[config.mk]
export PLATFORM = sky130hd
export DESIGN_NAME = rr_req_arbiter
export DESIGN_NICKNAME = d
export VERILOG_FILES = /design/src/rtl/rr_req_arbiter.sv
export SDC_FILE = /design/constraint.sdc
export NUM_CORES = 1
export LEC_CHECK = 0
export ABC_CLOCK_PERIOD_IN_PS = 2180
export CAP_MARGIN = 0
export CORE_ASPECT_RATIO = 0.75
export CORE_UTILIZATION = 61
export CTS_CLUSTER_DIAMETER = 60
export CTS_CLUSTER_SIZE = 30
export DETAILED_ROUTE_END_ITERATION = 16
export DONT_BUFFER_PORTS = 1
export PLACE_DENSITY = 0.83
export RECOVER_POWER = 100
export SYNTH_ARGS = -nofsm -noshare
export SYNTH_HDL_FRONTEND = slang
export SYNTH_SLANG_ARGS = --single-unit
[constraint.sdc]
create_clock -name clk -period 2.18 [get_ports clk]
set_input_delay 0.436 -clock clk [delete_from_list [all_inputs] [get_ports clk]]
set_output_delay 0.436 -clock clk [all_outputs]
set_load 0.02 [all_outputs]
[src/rtl/rr_req_arbiter.sv]
// -----------------------------------------------------------------------------
// rr_req_arbiter
//
// Round-robin arbiter sharing one downstream resource among N requesters.
// Priority rotates after every ownership, so no requester starves. An optional
// hold limit ends an ownership whose request stays asserted too long.
//
// Ports
//   clk          in   1   single clock, rising edge
//   rst_n        in   1   synchronous reset, active-low
//   req          in   N   request vector, bit i = requester i
//   grant        out  N   one-hot grant, all-zero when there is no owner
//   grant_idx    out  IW  binary index of the owner; 0 when grant_valid=0
//   grant_valid  out  1   high while any grant bit is set
//   dbg_state    out  1   FSM state (0 = IDLE, 1 = GRANT)
//   dbg_ptr      out  IW  index with highest priority at the next arbitration
//
// Request/grant protocol: a requester holds its req bit high for as long as
// it wants the resource. It owns the resource in every cycle where its grant
// bit is high. Dropping req ends the ownership at the next edge. Every
// ownership is followed by exactly one cycle with grant=0. Requests seen
// while someone else owns the resource are not remembered; they are only
// looked at again in the idle cycle.
//
// Parameters
//   N         number of requesters (2..32)
//   IW        width of grant_idx, equal to $clog2(N)
//   MAX_HOLD  max consecutive grant cycles per ownership, 0 = unlimited
// -----------------------------------------------------------------------------
module rr_req_arbiter #(
    parameter int N        = 8,
    parameter int IW       = 3,
    parameter int MAX_HOLD = 16
) (
    input  logic          clk,
    input  logic          rst_n,
    input  logic [N-1:0]  req,
    output logic [N-1:0]  grant,
    output logic [IW-1:0] grant_idx,
    output logic          grant_valid,
    output logic          dbg_state,
    output logic [IW-1:0] dbg_ptr
);

    typedef enum logic {
        ST_IDLE  = 1'b0,
        ST_GRANT = 1'b1
    } state_t;

    // Hold counter must be able to represent MAX_HOLD itself.
    localparam int HW = (MAX_HOLD < 1) ? 1 : $clog2(MAX_HOLD + 1);
    localparam logic [HW-1:0] HOLD_MAX = HW'(MAX_HOLD);
    localparam logic          HOLD_EN  = (MAX_HOLD != 0);
    localparam logic [IW-1:0] LAST_IDX = IW'(N - 1);

    // -------------------------------------------------------------------------
    // State
    // -------------------------------------------------------------------------
    state_t          state_q,  state_d;
    logic [N-1:0]    grant_q,  grant_d;
    logic [IW-1:0]   idx_q,    idx_d;
    logic            valid_q,  valid_d;
    logic [IW-1:0]   ptr_q,    ptr_d;
    logic [HW-1:0]   hold_q,   hold_d;

    // -------------------------------------------------------------------------
    // Helpers
    // -------------------------------------------------------------------------

    // Index of the lowest set bit of v; 0 when v is empty.
    function automatic logic [IW-1:0] lowest_idx(input logic [N-1:0] v);
        logic [IW-1:0] r;
        r = '0;
        for (int i = N - 1; i >= 0; i--) begin
            if (v[i]) begin
                r = IW'(i);
            end
        end
        return r;
    endfunction

    // Successor modulo N; handles non-power-of-two N.
    function automatic logic [IW-1:0] next_idx(input logic [IW-1:0] i);
        logic [IW-1:0] r;
        if (i == LAST_IDX) begin
            r = '0;
        end else begin
            r = i + IW'(1);
        end
        return r;
    endfunction

    // -------------------------------------------------------------------------
    // Rotating winner search
    //
    // The search order ptr, ptr+1, ..., N-1, 0, ..., ptr-1 is split into two
    // halves: the bits at or above ptr are searched first, and only if none
    // of them is set does the lowest set bit of the whole vector win (which
    // is then necessarily below ptr).
    // -------------------------------------------------------------------------
    logic [N-1:0]  upper_mask;
    logic [N-1:0]  upper_req;
    logic [IW-1:0] win_idx;
    logic [N-1:0]  win_onehot;

    always_comb begin
        upper_mask = '0;
        for (int i = 0; i < N; i++) begin
            upper_mask[i] = (IW'(i) >= ptr_q);
        end
    end

    assign upper_req = req & upper_mask;

    always_comb begin
        win_idx = '0;
        if (|upper_req) begin
            win_idx = lowest_idx(upper_req);
        end else begin
            win_idx = lowest_idx(req);
        end
    end

    assign win_onehot = {{(N-1){1'b0}}, 1'b1} << win_idx;

    // -------------------------------------------------------------------------
    // Ownership end conditions
    // -------------------------------------------------------------------------
    logic owner_req;
    logic hold_expired;
    logic release_now;

    // The grant register is one-hot, so masking req with it picks the
    // owner's request bit without indexing by grant_idx.
    assign owner_req    = |(req & grant_q);
    assign hold_expired = HOLD_EN && (hold_q == HOLD_MAX);
    assign release_now  = !owner_req || hold_expired;

    // -------------------------------------------------------------------------
    // Next-state / next-output logic
    // -------------------------------------------------------------------------
    always_comb begin
        state_d = state_q;
        grant_d = grant_q;
        idx_d   = idx_q;
        valid_d = valid_q;
        ptr_d   = ptr_q;
        hold_d  = hold_q;

        case (state_q)
            ST_IDLE: begin
                grant_d = '0;
                idx_d   = '0;
                valid_d = 1'b0;
                if (|req) begin
                    grant_d = win_onehot;
                    idx_d   = win_idx;
                    valid_d = 1'b1;
                    hold_d  = HW'(1);
                    state_d = ST_GRANT;
                end
            end

            ST_GRANT: begin
                if (release_now) begin
                    // Release and preemption are handled identically: the
                    // owner drops to lowest priority for the next round.
                    grant_d = '0;
                    idx_d   = '0;
                    valid_d = 1'b0;
                    ptr_d   = next_idx(idx_q);
                    state_d = ST_IDLE;
                end else if (hold_q != HOLD_MAX) begin
                    // Saturates at MAX_HOLD; with no limit the value is unused.
                    hold_d = hold_q + HW'(1);
                end
            end

            default: begin
                grant_d = '0;
                idx_d   = '0;
                valid_d = 1'b0;
                state_d = ST_IDLE;
            end
        endcase
    end

    // -------------------------------------------------------------------------
    // State register
    // -------------------------------------------------------------------------
    always_ff @(posedge clk) begin
        if (!rst_n) begin
            state_q <= ST_IDLE;
            grant_q <= '0;
            idx_q   <= '0;
            valid_q <= 1'b0;
            ptr_q   <= '0;
            hold_q  <= '0;
        end else begin
            state_q <= state_d;
            grant_q <= grant_d;
            idx_q   <= idx_d;
            valid_q <= valid_d;
            ptr_q   <= ptr_d;
            hold_q  <= hold_d;
        end
    end

    // -------------------------------------------------------------------------
    // Outputs (all straight from registers)
    // -------------------------------------------------------------------------
    assign grant       = grant_q;
    assign grant_idx   = idx_q;
    assign grant_valid = valid_q;
    assign dbg_state   = state_q;
    assign dbg_ptr     = ptr_q;

endmodule

==> results.md <==
- Hold Startpoint: rst_n
- Setup CP Type: flip-flop to flip-flop
- Hold Buf Count CTS: 0
- Ys async rst share: 0
- Cell with the most instances after synthesis: dfxtp_1
- Post-route ant nets: 0
- LEAKAGE: ~0.48 nW
- Avg Synthesized Cell Area: around 8.8 sq um
- CP Cell Sequence: nand3_2 -> a21oi_2 -> a21boi_0 -> o22ai_1 -> and2_1 -> a32o_1
- Setup ws final: 0.2271 ns
- CP startpoint kind: flip-flop
- Vias: 1,110
- # diodes: 0
- Total Routing Usage GR: 0.2865
- R2r startpoint: dbg_ptr[1]$_SDFFE_PN0P_
- Initial Util: 0.6882
- First-pass GRT wire length: ~4700 um
- HP Class: input pin to flip-flop
- Post-route minimum period: roughly 2 ns
- RSZ-0062 raised after global routing: false
- Max clock buf depth: 2
- RePlAce Congestion: slightly above 0.9
- Top post-synthesis cells by count: 21 x dfxtp_1, 14 x nor2_1, 12 x nand2_1, 9 x a21oi_1, 7 x inv_1
- Delay of the slowest critical-path stage: ~0.54 ns
- Hold depth: 1
- End of the worst hold path: dbg_state$_SDFF_PN0_
- IO Pins: 26
- Top FF cell, synth: dfxtp_1
- Synth top area cells: dfxtp_1 33%, nor2_1 4.2%, ha_1 4.0%
- Critical path peak fanout: 8
- Slew headroom: 0.4140
- Vias in the first global route: 1,015
- Cell count after synthesis: between 100 and 150
- Filler cell count: 150
- Root buf cell: clkbuf_4
- Worst Skew: ~0.014 ns
- Post-synth EDFFs: 0
- Post-synth net total: around 160
- Max VDD drop: between 0.6 and 0.7 mV
- Critical path arrival: roughly 2.2 ns
- Die width: around 55 um
- Required @ worst endpoint: around 2.4 ns
- Die area: between 0.002 and 0.0025 sq mm
- Via-per-instance ratio: 6.647
- MaxCap Viol Count: 0
- Sequential-to-total area share from yosys stat: 0.3323
- Layout cells sized above 1: 0.1448
- Final WL: between 2000 and 3000 um
- CTS H-Tree Depth: 1
- R2r setup slk: ~0.23 ns
- Period utilization: 0.8958
- R2r endpoint: grant[3]$_SDFFE_PN0P_
- Number of synthesized register bits: 21
- Max stage delay cell, worst path: dfxtp_1
- Worst slack, placed: about 0.29 ns
- Synth cell types: 50
- Grt ovf: 0
- Reg2reg path depth: 6
- Routed len/inst: roughly 18 um
- Residual DRC: 0
- Initial antenna violation count: 0
- Clk Latency, worst-skew pair: a little over 0.3 ns
- PostCTS Resize Cnt: 0
- DP Wirelength: 2271 um
- Share of the synthesized area in the top cell type: 0.3323
- Initial DRC Count: 41
- TritonCTS clock tree: built
- Die height: 41.44 um
- CP endpoint kind: flip-flop
- Site Rows: 13
- Clk sink count: 21
- Fin. max-slew vios: 0
- Setup-failing EPs final: 0
- I/O Buffers: 0
- First-pass detailed-route iteration total: 4
- Clk slew on worst S/H paths: around 0.13 ns
- Setup TNS Final: 0 ns
- Status: finished clean
- Cell Pwr Density: 608.3 mW/mm^2
- Largest net degree at the start of global routing: 14
- CTS Buf Count: 3
- Synth Cell Area: 0.001265 sq mm
- Synth area leader: dfxtp_1
- Fmax: between 500 and 600 MHz
- Final Hold Violating Endpoints: 0
- Setup Fix Bufs, Post-CTS: 0
- Final nets: 160
- Area added between synthesis and finish: 2.770%
- YS warnings: 0
- Worst Max-Slew Pin Slew: around 0.88 ns
- Core box area: about 0.0018 sq mm
## worst max path at each step
stage / from / endpoint / slack, ns / depth (start not counted)
after floorplan: dbg_ptr[2]$_SDFFE_PN0P_ / grant[3]$_SDFFE_PN0P_ / 0.40 / 7
final: dbg_ptr[1]$_SDFFE_PN0P_ / grant[3]$_SDFFE_PN0P_ / 0.23 / 6
after detailed placement: req[7] / grant[6]$_SDFFE_PN0P_ / 0.29 / 5
after global placement: req[3] / grant[7]$_SDFFE_PN0P_ / 0.33 / 4
after global routing: dbg_ptr[1]$_SDFFE_PN0P_ / grant[0]$_SDFFE_PN0P_ / 0.06 / 5
after CTS: grant[0]$_SDFFE_PN0P_ / grant[0]$_SDFFE_PN0P_ / 0.28 / 6
## per-layer routing
metal | up-vias | part of all wire | global-route usage
met5 | - | 0 | 0
met1 | 531 | 0.44 | 0.3986
li1 | 527 | - | -
met3 | 4 | 0.089 | 0.09158
met2 | 48 | 0.46 | 0.4265
met4 | 0 | 0.011 | 0.06154
## area by class of cell
cell class / count / area (sq um) / area share
tap: 22 / 27.53 / 0.02117
sequential: 21 / 420.4 / 0.3234
inverter: 7 / 26.28 / 0.02021
timing repair buffer: 5 / 26.28 / 0.02021
clock buffer: 3 / 22.52 / 0.01732
clock inverter: 1 / 7.507 / 0.005775
multi-input combinational: 108 / 769.5 / 0.5919
## per-stage QoR
step / instance area, sq um / std cells / hold slack [ns] / utilization / total power (W)
floorplan: 1265 / 144 / 0.4789 / - / 0.0005814
global placement: 1284 / 163 / 0.5106 / 0.6984 / 0.0006014
detailed placement: 1284 / 163 / 0.5255 / 0.6984 / 0.0006108
CTS: 1314 / 167 / 0.2282 / 0.7148 / 0.0007969
global route: 1300 / 167 / 0.2149 / 0.7073 / 0.0008273
finish: 1300 / 167 / 0.2311 / 0.7073 / 0.0007908
## critical path: cells and delay by family (launching register included)
kind | cells | cell delay [ns]
AOI/OAI and AO/OA | 4 | 0.96
DFF | 1 | 0.54
and+or+nand+nor | 2 | 0.38
## placed cells by master, fill, tap and decap left out, drive strengths merged, types with 2 or more instances in the layout
cell,n
a21boi,2
nor2,15
o21ai,7
inv,7
a21oi,10
clkbuf,6
xor2,3
a32o,4
o21a,3
and2,4
nand3,2
a2bb2oi,3
mux2i,2
nor3,3
buf,2
nor4,2
nand2b,3
o2111ai,2
nand2,13
nor2b,2
dfxtp,21
a22oi,6
ha,4
o41ai,2
o22ai,2
## power by group
part | switching (W) | total, W | leakage (nW) | internal (W)
Clock | 0.000122 | 0.000192 | 0.0139 | 0.0000700
Sequential | 0.0000403 | 0.000444 | 0.171 | 0.000403
Combinational | 0.0000873 | 0.000155 | 0.298 | 0.0000679
Total | 0.000250 | 0.000791 | 0.483 | 0.000541
## sequential cells by signal (all words and copies together) (netlist names)
name and flops:
hold_q 5, grant_valid 1, dbg_state 1, dbg_ptr 3, grant_idx 3, grant 8
## kinds of logic (layout without fill, tap and decap cells)
logic type / Yosys count / in the layout / synth area share
xor+xnor: 3 / 3 / 0.02078
simple gates: 49 / 49 / 0.2216
mux: 2 / 2 / 0.01583
flops: 21 / 21 / 0.3323
fa+ha+maj: 4 / 4 / 0.03957
compound gates: 50 / 50 / 0.3126
buf+inv: 15 / 16 / 0.05736
Note: power is estimated with default switching activity, not from simulation.
